### src/rtl/instr_encoder_pkg.sv
// Shared op_sel enumeration, opcode/funct constants and instruction-format
// structs used by the encoder control path and the combinational formatter.
package instr_encoder_pkg;

  typedef enum logic [3:0] {
    OP_ADD  = 4'd0,
    OP_SUB  = 4'd1,
    OP_MUL  = 4'd2,
    OP_AND  = 4'd3,
    OP_OR   = 4'd4,
    OP_ADDI = 4'd5,
    OP_ORI  = 4'd6,
    OP_LW   = 4'd7,
    OP_SW   = 4'd8,
    OP_BNE  = 4'd9,
    OP_JMP  = 4'd10
  } op_sel_e;

  localparam logic [5:0] OPC_RTYPE = 6'd0;
  localparam logic [5:0] OPC_JMP   = 6'd2;
  localparam logic [5:0] OPC_LW    = 6'd54;
  localparam logic [5:0] OPC_SW    = 6'd55;
  localparam logic [5:0] OPC_BNE   = 6'd56;
  localparam logic [5:0] OPC_ADDI  = 6'd57;
  localparam logic [5:0] OPC_ORI   = 6'd58;

  localparam logic [5:0] FUNCT_ADD = 6'd32;
  localparam logic [5:0] FUNCT_SUB = 6'd34;
  localparam logic [5:0] FUNCT_AND = 6'd36;
  localparam logic [5:0] FUNCT_OR  = 6'd37;
  localparam logic [5:0] FUNCT_MUL = 6'd50;

  typedef struct packed {
    logic [5:0] opcode;
    logic [4:0] rs;
    logic [4:0] rt;
    logic [4:0] rd;
    logic [4:0] shamt;
    logic [5:0] funct;
  } rtype_t;

  typedef struct packed {
    logic [5:0]  opcode;
    logic [4:0]  rs;
    logic [4:0]  rt;
    logic [15:0] imm;
  } itype_t;

  typedef struct packed {
    logic [5:0]  opcode;
    logic [25:0] target;
  } jtype_t;

  function automatic logic is_legal(input logic [3:0] op);
    return op <= 4'd10;
  endfunction

endpackage

### src/rtl/instr_encoder_format.sv
// Combinational R/I/J instruction formatter; zero latency, no flow control.
// Illegal selections produce an all-zero word (the control path drops them).
module instr_format
  import instr_encoder_pkg::*;
(
  input  logic [3:0]  op_sel,
  input  logic [4:0]  rs,
  input  logic [4:0]  rt,
  input  logic [4:0]  rd,
  input  logic [15:0] imm,
  input  logic [25:0] target,
  output logic [31:0] word
);

  rtype_t r;
  itype_t i;
  jtype_t j;

  always_comb begin
    r = '{opcode: OPC_RTYPE, rs: rs, rt: rt, rd: rd, shamt: 5'd0, funct: 6'd0};
    i = '{opcode: 6'd0, rs: rs, rt: rt, imm: imm};
    j = '{opcode: OPC_JMP, target: target};
    word = '0;
    case (op_sel_e'(op_sel))
      OP_ADD:  begin r.funct = FUNCT_ADD; word = r; end
      OP_SUB:  begin r.funct = FUNCT_SUB; word = r; end
      OP_MUL:  begin r.funct = FUNCT_MUL; word = r; end
      OP_AND:  begin r.funct = FUNCT_AND; word = r; end
      OP_OR:   begin r.funct = FUNCT_OR;  word = r; end
      OP_ADDI: begin i.opcode = OPC_ADDI; word = i; end
      OP_ORI:  begin i.opcode = OPC_ORI;  word = i; end
      OP_LW:   begin i.opcode = OPC_LW;   word = i; end
      OP_SW:   begin i.opcode = OPC_SW;   word = i; end
      OP_BNE:  begin i.opcode = OPC_BNE;  word = i; end
      OP_JMP:  word = j;
      default: word = '0;
    endcase
  end

endmodule

### src/rtl/instr_encoder.sv
// Encodes instruction requests into 32-bit words with sequential write addresses.
// Latency 1; valid/ready with a single output register, in_ready = !out_valid || out_ready.
module instr_encoder
  import instr_encoder_pkg::*;
#(
  parameter int ADDR_W = 8
) (
  input  logic              clk,
  input  logic              rst_n,
  input  logic              clr,
  input  logic              in_valid,
  output logic              in_ready,
  input  logic [3:0]        op_sel,
  input  logic [4:0]        rs,
  input  logic [4:0]        rt,
  input  logic [4:0]        rd,
  input  logic [15:0]       imm,
  input  logic [25:0]       target,
  output logic              out_valid,
  input  logic              out_ready,
  output logic [31:0]       instr_word,
  output logic [ADDR_W-1:0] instr_addr,
  output logic              err_illegal,
  output logic [ADDR_W:0]   word_count
);

  typedef enum logic {IDLE = 1'b0, HOLD = 1'b1} state_e;

  localparam logic [ADDR_W-1:0] ADDR_ONE = ADDR_W'(1);
  localparam logic [ADDR_W:0]   WC_ONE   = (ADDR_W+1)'(1);
  localparam logic [ADDR_W:0]   WC_MAX   = {1'b1, {ADDR_W{1'b0}}};

  state_e      state;
  logic [31:0] fmt_word;
  logic        accept;
  logic        legal;
  logic        handshake;

  instr_format u_format (
    .op_sel (op_sel),
    .rs     (rs),
    .rt     (rt),
    .rd     (rd),
    .imm    (imm),
    .target (target),
    .word   (fmt_word)
  );

  assign in_ready  = !clr && (!out_valid || out_ready);
  assign accept    = in_valid && in_ready;
  assign legal     = is_legal(op_sel);
  assign handshake = out_valid && out_ready;

  // Address advances on the handshake, so a word loaded in the same cycle lands on the next address.
  always_ff @(posedge clk or negedge rst_n) begin
    if (!rst_n) begin
      state       <= IDLE;
      out_valid   <= 1'b0;
      instr_word  <= '0;
      instr_addr  <= '0;
      word_count  <= '0;
      err_illegal <= 1'b0;
    end else if (clr) begin
      state       <= IDLE;
      out_valid   <= 1'b0;
      instr_word  <= '0;
      instr_addr  <= '0;
      word_count  <= '0;
      err_illegal <= 1'b0;
    end else begin
      err_illegal <= accept && !legal;
      if (handshake) begin
        instr_addr <= instr_addr + ADDR_ONE;
        if (word_count != WC_MAX) word_count <= word_count + WC_ONE;
      end
      case (state)
        IDLE: begin
          if (accept && legal) begin
            state      <= HOLD;
            out_valid  <= 1'b1;
            instr_word <= fmt_word;
          end
        end
        HOLD: begin
          if (handshake) begin
            if (accept && legal) begin
              instr_word <= fmt_word;
            end else begin
              state     <= IDLE;
              out_valid <= 1'b0;
            end
          end
        end
        default: begin
          state     <= IDLE;
          out_valid <= 1'b0;
        end
      endcase
    end
  end

endmodule

### config.mk
export PLATFORM = sky130hd
export DESIGN_NAME = instr_encoder
export DESIGN_NICKNAME = d
export VERILOG_FILES = /design/src/rtl/instr_encoder_pkg.sv /design/src/rtl/instr_encoder_format.sv /design/src/rtl/instr_encoder.sv
export SDC_FILE = /design/constraint.sdc
export NUM_CORES = 1
export LEC_CHECK = 0
export CORE_MARGIN = 2
export CORE_UTILIZATION = 45
export DETAILED_ROUTE_END_ITERATION = 8
export MAX_ROUTING_LAYER = met4
export PLACE_DENSITY = 0.87
export SLEW_MARGIN = 25
export SYNTH_ARGS = -nofsm -noshare
export SYNTH_HDL_FRONTEND = slang
export SYNTH_SLANG_ARGS = --single-unit
### constraint.sdc
create_clock -name clk -period 1.79 [get_ports clk]
set_clock_uncertainty 0.1 [all_clocks]
set_input_delay 0.358 -clock clk [delete_from_list [all_inputs] [get_ports clk]]
set_output_delay 0.358 -clock clk [all_outputs]
set_load 0.02 [all_outputs]
---- Yosys cells after proc, flatten, opt, wreduce, memory -nomap -nowiden ----
Index checks and enable logic that the tools add are counted.
storage, ports and cells
  word-level logic and storage cells ...... 58
  bits of input ports ..................... 66
  bits in registers ....................... 52
  memories ................................ 0
  bits in latches ......................... 0
  bits in writable memories ............... 0
  ROM bits ................................ 0
operators by class
  $mul .................................... 0
  shift-type cells ........................ 0
  reductions and logical operators ........ 14
  $lt $le $gt $ge ......................... 1
  mux-type cells .......................... 20
  add/sub/neg operators ................... 2
  bitwise operators ....................... 1
  divide/modulo/power cells ............... 0
  equality and inequality tests ........... 14
operators by type and width
  kind                                                   number
  one-hot mux 32 bit (11 select lines)                   1
  2-to-1 mux 32 bit                                      3
  one-hot mux 32 bit (2 select lines)                    1
  2-to-1 mux 9 bit                                       3
  equality test 4 x 3 -> 1 bit, second input constant    4
  2-to-1 mux 8 bit                                       2
  equality test 4 bit, second input constant             3
  adder 9 x 1 -> 9 bit, second input constant            1
  inequality test 9 bit, second input constant           1
  adder 8 x 1 -> 8 bit, second input constant            1
  equality test 4 x 2 -> 1 bit, second input constant    2
  2-to-1 mux 1 bit                                       8
  inequality test 3 bit, second input constant           2
  logical AND 1 bit                                      5
  equality test 4 x 1 -> 1 bit, second input constant    1
  <= comparator 4 bit, second input constant             1
  zero test 4 bit                                        1
  one-hot mux 1 bit (2 select lines)                     2
  nonzero test 2 bit                                     2
  zero test 1 bit                                        3
  inequality test 3 x 2 -> 1 bit, second input constant  1
  AND reduction 3 bit                                    1
  AND reduction 2 bit                                    1
  logical OR 1 bit                                       1
  inverter 1 bit                                         1

---- Depth between registers and ports, before layout ----
Gate-level depths: netlist of the first run.
  depth after elaboration ................. 9
  gate-level depth with buffers ........... 7
  depth with buffers taken out ............ 6

---- By module ----
Synthesis of the first run repeated with hierarchy kept, for this count alone.
unflattened totals
  cells, all modules ...................... 328
  area total of the unflattened synthesis .. 3387.0 um2
modules (own cells, without submodules)
  module         cells each  seq. area each (um2)  area each (um2)  instances
  instr_encoder  250         1301.2                2820.2           1
  instr_format   78          0.0                   566.8            1

---- Worst setup path after synthesis of the first run ----
OpenSTA, ideal clock, no wires.
  kind .................................... in2reg
  from .................................... input op_sel[0]
  to ...................................... register instr_word[11]
  path slack .............................. -0.141 ns
  stages on the path ...................... 7
  data required time ...................... 1.565 ns
  arrival time ............................ 1.706 ns
  cell sequence ........................... buf_6 > a21o_1 > a2111oi_4 > nand2b_1 > buf_2 > buf_6 > mux2_4
between the ends
  cells in the longest elaborated chain, start to end .. 6
RTL lines
  what                                                                       RTL line                                                              text
  start: declaration                                                         instr_encoder.sv:13                                                   input logic [3:0] op_sel,
  equality test 4 bit (tied with other cells)                                instr_encoder_format.sv:24                                            case (op_sel_e'(op_sel))
  one-hot mux 32 bit (11 select lines) or logical AND 1 bit (tied branches)  instr_encoder_format.sv:24, instr_encoder.sv:78, instr_encoder.sv:86
  2-to-1 mux 32 bit *                                                        instr_encoder.sv:78, instr_encoder.sv:86
  2-to-1 mux 32 bit                                                          instr_encoder.sv:85                                                   if (handshake) begin
  one-hot mux 32 bit (2 select lines) *                                      instr_encoder.sv:76                                                   case (state)
  2-to-1 mux 32 bit *                                                        instr_encoder.sv:63                                                   end else if (clr) begin
  end signal: assignment                                                     instr_encoder.sv:81                                                   instr_word <= fmt_word;
  end signal: assignment                                                     instr_encoder.sv:87                                                   instr_word <= fmt_word;
  end: declaration                                                           instr_encoder.sv:21                                                   output logic [31:0] instr_word,
Every way passes the cells marked *; elsewhere a longest branch is shown, timed or not. The select of a mux whose other input is x is not followed.
A chain may end at the register's enable or synchronous reset.

---- Worst setup path after layout of the first run ----
  from .................................... input op_sel[3]
  to ...................................... register instr_word[9]
The elaborated chain is that of the path after synthesis.

==> results.yml, run 1 <==
status:
  status: "finished, violations left"
  violations: "setup timing"
setup_path:
  startpoint: "op_sel[3]"
  end_kind: "register"
  cp-start-kind: "input port"
  critical_path.max_stage_delay_ns: 0.50
  criticalPathCategory: "in2reg"
  cp_num_buf_inv: 3
  timing.rr.end: "instr_word[13]"
  path_max_fanout: 9
  cp_cell_sequence: "clkdlybuf4s50_1, buf_6, nor3b_2, buf_4, a22o_1, a22oi_1, mux2i_1"
  cp.arrival_ns: 1.97
  critPathTopFamily: "buffers and inverters"
  worstPathRequired_ns: 1.92
  cpMaxStageDelayCell: "clkdlybuf4s50_1"
  regToRegStartpoint: "out_valid"
  r2r_cells: 6
  rrSetupSlack_ns: 0.02
drt:
  postRouteAntennaNets: 0
  firstDrtPassIters: 4
  wl_per_cell_microns: 17.6
  drt-initial-drc-count: 233
  viasPerCell: 5.84
  routed_wl_microns: 9660
  via_count: 3210
  route.detailed.drc: 0
global_route:
  globalRouteOverflowTotal: 0
  grt_util_met2_pct: 42.1
  grt_pass1_wl_microns: 14800
  antenna_found_initial: 0
  grt_pass1_vias: 3122
  busiest_layer: "met2"
  grt_start_max_net_pins: 32
  grt_usage_pct: 25.5
  met3_usage_pct: 4.17
  use_met1_pct: 32.2
timing:
  setup_viol: 4
  slew_headroom_pct: 67.0
  worstMarginPinSlew_ns: 0.496
  drv_slew: 0
  timing.final.crit_share_pct: 103
  final.setup.worst_slack_ns: -0.0483
  hold_violations: 0
  rsz0062_at_grt: "yes"
  min_period_ns: 1.84
  timing.fmax_ghz: 0.544
logic_synthesis:
  yosysMostFrequentCell: "dfrtp_1"
  synthTopCellsByCount: "51 x dfrtp_1, 31 x nand2_1, 26 x mux2i_1"
  synth-warning-count: 0
  synthesis.instances: 323
  netlist_area_sq_um: 3110
  synth_compound_area_share_pct: 19.5
  ys_seq_elements: 51
  synthSimpleGateAreaFrac_pct: 18.7
  synthMuxAreaShare_pct: 11.5
  synth_top_family_by_area: "compound AO/OA/AOI/OAI gates"
  synth_edf_count: 0
  synth_nets: 392
  yosysTopAreaCellShare_pct: 41.0
  synthXorXnorAreaFrac_pct: 3.38
  yosysSeqAreaShare_pct: 41.0
  ys_types: 50
  avgSynthCellArea_sq_um: 9.63
  async_reset_ff_share_pct: 100
  yosys.area.top_type: "dfrtp_1"
  synth.top_cells.by_area: "dfrtp_1 41%, mux2i_1 8.4%, nor2b_1 4.8%"
  synthAdderAreaFrac_pct: 1.21
  synthFlopType: "dfrtp_1"
min_path:
  whs_path_depth: 2
  hold_class: "in2reg"
  min_to: "err_illegal"
  min_from: "in_valid"
cells_and_area:
  regArea_sq_um: 1280
  num_antenna_cells: 0
  nNetsFinal: 538
  drive_gt1_share_pct: 17.0
  fillers: 483
  final_util_pct: 73.4
  multiInputGateArea_sq_um: 1760
  area_growth_pct: 59.5
placed_design:
  place.port_buffers: 117
  post-dp-hpwl_microns: 6920
  dp_slack_ns: -0.474
  place_congestion: 0.925
clocking:
  cts.htree.levels: 2
  clkLatencyLatePin_ns: 0.31
  cts_buffers: 5
  cts_tree: "yes"
  path_clk_slew_ns: 0.10
  clk_path_buf_depth: 2
  clock_sinks: 51
  cts-root-buf: "clkbuf_8"
die:
  die_area_sq_um: 7600
  num_rows: 30
  start_util_pct: 46.1
  ios: 118
  core_sq_um: 6760
  fp.dieH_microns: 87.2
  fp.dieW_microns: 87.2
flow_run:
  maxCapViolations: 0
power:
  power.density_nw_per_um2: 552
  leakagePower_nw: 2.54
  ir_drop_v: 0.000309
## worst max path at each step
stage | end | slack [ns] | depth (start not counted)
final | instr_word[9] | -0.05 | 7
after CTS | instr_addr[1] | 0.002 | 1
after global routing | instr_word[12] | -0.05 | 6
after detailed placement | instr_word[7] | -0.47 | 7
after floorplan | instr_word[11] | -0.06 | 7
after global placement | instr_word[8] | -0.42 | 7
## flip-flops by register name, indices dropped and copies added (netlist names)
name,cells
state,1
instr_word,31
err_illegal,1
instr_addr,8
word_count,9
out_valid,1
## power by group
part	total (W)	internal [W]	switching [W]
Sequential	0.00122	0.00120	0.0000285
Clock	0.000723	0.000317	0.000407
Combinational	0.000793	0.000432	0.000361
Total	0.00274	0.00194	0.000796
## metal layers
| metal | share of wire (%) | up-vias |
|---|---|---|
| li1 | - | 1480 |
| met1 | 41 | 1561 |
| met2 | 50 | 149 |
| met3 | 6.1 | 20 |
| met4 | 2.7 | 0 |
| met5 | 0 | - |
## cells by family (layout without fill, tap and decap cells)
logic type               after synthesis  after routing
XOR/XNOR                              12             12
multiplexers                          33             33
adder cells (fa/ha/maj)                3              3
buffers and inverters                 33            180
AO/OA/AOI/OAI                         78             78
AND/OR/NAND/NOR                      113            113
flip-flops                            51             51
## final cells by class
cell class	count	share of cell area, %
repair buffers	164	34.2
clock inverters	2	0.328
clock buffers	6	1.66
well taps	80	2.02
inverters	8	0.605
multi-input cells	239	35.5
flip-flops and latches	51	25.7
## stage by stage
| step | TNS, ns | hold slack [ns] | cell area, sq um | instances | total power (W) |
|---|---|---|---|---|---|
| detailed placement | -15.46 | 0.255 | 4660 | 537 | 0.00199 |
| global placement | -14.26 | 0.251 | 4660 | 537 | 0.00197 |
| global route | -0.673 | 0.299 | 4960 | 550 | 0.00284 |
| finish | -0.0512 | 0.288 | 4960 | 550 | 0.00274 |
| CTS | 0 | 0.417 | 4770 | 546 | 0.00270 |
| floorplan | -0.310 | -0.0376 | 3120 | 323 | 0.00158 |
## cells in the final DEF (no fill, tap or decap), drive strengths merged, types with 3 or more instances in the layout
cell           instances
a32oi                  7
xor2                   8
nor4b                  3
a31oi                 10
nor3b                  3
nand2b                 3
dlymetal6s2s          16
nor3                   3
nand4                  7
buf                   46
nand2                 31
o22ai                  3
mux2i                 26
nor2b                 24
xnor2                  4
a21oi                  8
inv                    8
clkbuf                 8
a22oi                 13
dlygate4sd2           18
a22o                   7
ha                     3
clkdlybuf4s50         81
nor2                  22
dfrtp                 51
o211ai                 5
a2bb2oi               10
o21ai                  3
mux2                   7
nand3                  8
## repair_timing
action | 4_1_cts | 5_1_grt
hold buffers | 1 | 0
hold endpoints to repair | 20 | 0
resized for setup | 27 | 38
pin swaps | 2 | 1
buffers inserted | 0 | 2
cloned | 0 | 2
setup endpoints to repair | 46 | 48
Power figures use the tool's default switching activity.
==> run 2, diff against run 1 <==
--- a/config.mk
+++ b/config.mk
@@ -5,6 +5,7 @@
 export SDC_FILE = /design/constraint.sdc
 export NUM_CORES = 1
 export LEC_CHECK = 0
+export CAP_MARGIN = 25
 export CORE_MARGIN = 2
 export CORE_UTILIZATION = 45
 export DETAILED_ROUTE_END_ITERATION = 8
==> results of run 2 <==
The final DEF is identical to that of run 1; final timing and power are the same.
==> run 3, diff against run 2 <==
==> constraint.sdc (replaced) <==
create_clock -name clk -period 1.95 [get_ports clk]
set_clock_uncertainty 0.1 [all_clocks]
set_input_delay 0.39 -clock clk [delete_from_list [all_inputs] [get_ports clk]]
set_output_delay 0.39 -clock clk [all_outputs]
set_load 0.02 [all_outputs]
==> run 3 against run 2 <==
Compared with the run above:
- flip-flop and latch count stayed put
- register-to-register slack better by 0.10 ns
- die area is the same
- sequential share of layout area up 0.72 points
- routed wire length fell by 1.2%
- first-iteration DRC count fell by 39%
- worst setup slack improved by 0.095 ns
- the flow now finishes without violations
- sequential power decreased by 7%
- non-clock buffer count shrank 4
- final area shrank 2.7%
==> results.yml, run 3 (same netlist as run 1, synthesis figures left out) <==
clocking:
  cts_buffers: 5
  clkLatencyLatePin_ns: 0.30
  clock_sinks: 51
  clk_path_buf_depth: 2
  cts-root-buf: "clkbuf_8"
  cts_tree: "yes"
  path_clk_slew_ns: 0.10
  cts.htree.levels: 2
timing:
  final.setup.worst_slack_ns: 0.0466
  timing.fmax_ghz: 0.525
  min_period_ns: 1.90
  hold_violations: 0
  worstMarginPinSlew_ns: 0.526
  drv_slew: 0
  setup_viol: 0
  slew_headroom_pct: 64.8
  rsz0062_at_grt: "no"
  timing.final.crit_share_pct: 97.6
setup_path:
  critical_path.max_stage_delay_ns: 0.64
  critPathTopFamily: "buffers and inverters"
  cp-start-kind: "register"
  cpMaxStageDelayCell: "clkdlybuf4s50_1"
  cp_num_buf_inv: 1
  path_max_fanout: 5
  cp_cell_sequence: "clkdlybuf4s50_1"
  timing.rr.end: "word_count[1]"
  cp.arrival_ns: 1.41
  r2r_cells: 6
  regToRegStartpoint: "word_count[0]"
  end_kind: "output port"
  worstPathRequired_ns: 1.46
  criticalPathCategory: "reg2out"
  rrSetupSlack_ns: 0.12
placed_design:
  place_congestion: 0.877
  place.port_buffers: 117
  post-dp-hpwl_microns: 7310
  dp_slack_ns: -0.336
cells_and_area:
  top_regs: "instr_word: 31 flops, word_count: 9 flops, instr_addr: 8 flops"
  num_antenna_cells: 0
  final_cell_mix: "107 x clkdlybuf4s50_1, 51 x dfrtp_1, 35 x buf_4"
  multiInputGateArea_sq_um: 1700
  largest_register: "instr_word"
  fillers: 518
  layout_commonest_cell: "clkdlybuf4s50_1"
  regArea_sq_um: 1280
  nNetsFinal: 534
  drive_gt1_share_pct: 13.3
  largest_reg_flops: 31
  area_growth_pct: 55.1
power:
  leakagePower_nw: 2.24
  power_w: 0.00269
  ir_drop_v: 0.000291
  power.density_nw_per_um2: 558
die:
  fp.dieW_microns: 87.2
  core_sq_um: 6760
  num_rows: 30
  die_area_sq_um: 7600
  fp.dieH_microns: 87.2
  start_util_pct: 46.1
  ios: 118
global_route:
  antenna_found_initial: 0
  grt_start_max_net_pins: 33
  globalRouteOverflowTotal: 0
  grt_pass1_vias: 3188
  grt_pass1_wl_microns: 15300
  grt_usage_pct: 26.6
drt:
  via_count: 3179
  wl_per_cell_microns: 17.5
  viasPerCell: 5.82
  drt-initial-drc-count: 143
  route.detailed.drc: 0
  firstDrtPassIters: 5
  postRouteAntennaNets: 0
  routed_wl_microns: 9550
status:
  status: "complete, no violations"
min_path:
  min_from: "instr_word[26]"
  hold_class: "reg2reg"
  min_to: "instr_word[26]"
  whs_path_depth: 1
flow_run:
  maxCapViolations: 0
-- run 3: cell types whose count changed in the layout (fill, tap and decap cells not counted), moves of 3 or more --
cell	delta
a22oi_1	+3
a22oi_2	-3
buf_12	-3
clkdlybuf4s50_1	+26
dlygate4sd2_1	-17
dlymetal6s2s_1	-9
nor2b_1	+3
-- run 3: how the worst max path moves through the flow --
stage,depth (start not counted),startpoint,end,slack [ns]
after floorplan,7,op_sel[0],instr_word[11],0.04
after global placement,6,op_sel[0],instr_word[12],-0.30
after detailed placement,6,op_sel[3],instr_word[13],-0.34
after CTS,6,op_sel[3],instr_word[13],0.007
after global routing,2,out_valid,out_valid,0.007
final,1,word_count[6],word_count[6],0.05
-- run 3: per-layer routing --
| metal | vias up | global-route usage [%] | share of wire [%] |
|---|---|---|---|
| met5 | - | - | 0 |
| met4 | 0 | 10.1 | 2.7 |
| met3 | 27 | 5.31 | 7.0 |
| met2 | 162 | 44.7 | 51 |
| met1 | 1526 | 31.6 | 39 |
| li1 | 1464 | - | - |
-- run 3: cell type report --
cell class                      instances  area share, %
Clock buffer                            6           1.50
Clock inverter                          2           1.24
Inverter                                8          0.622
Multi-Input combinational cell        239           35.3
Sequential cell                        51           26.4
Tap cell                               80           2.07
Timing Repair Buffer                  160           32.9
-- run 3: per-stage QoR --
| step | instance area (sq um) | utilization, % | TNS (ns) | cells | hold slack, ns |
|---|---|---|---|---|---|
| after floorplan | 3110 | - | 0 | 323 | -0.00559 |
| after global placement | 4640 | 68.7 | -9.41 | 536 | 0.260 |
| after detailed placement | 4640 | 68.7 | -10.66 | 536 | 0.274 |
| after CTS | 4790 | 70.9 | 0 | 545 | 0.420 |
| after global routing | 4830 | 71.4 | 0 | 546 | 0.456 |
| final | 4830 | 71.4 | 0 | 546 | 0.419 |
-- run 3: what timing repair did --
item,in CTS,in global routing
endpoints found under the hold margin,19,0
setup buffers,0,1
cloned,0,0
pin swaps,1,2
hold buffers,1,0
setup endpoints to repair,7,33
resized for setup,3,11
-- run 3: where the power goes --
group          total, W  internal [W]  switching, W
combinational  0.000692      0.000376      0.000316
clock          0.000874      0.000513      0.000361
sequential      0.00113       0.00110     0.0000290
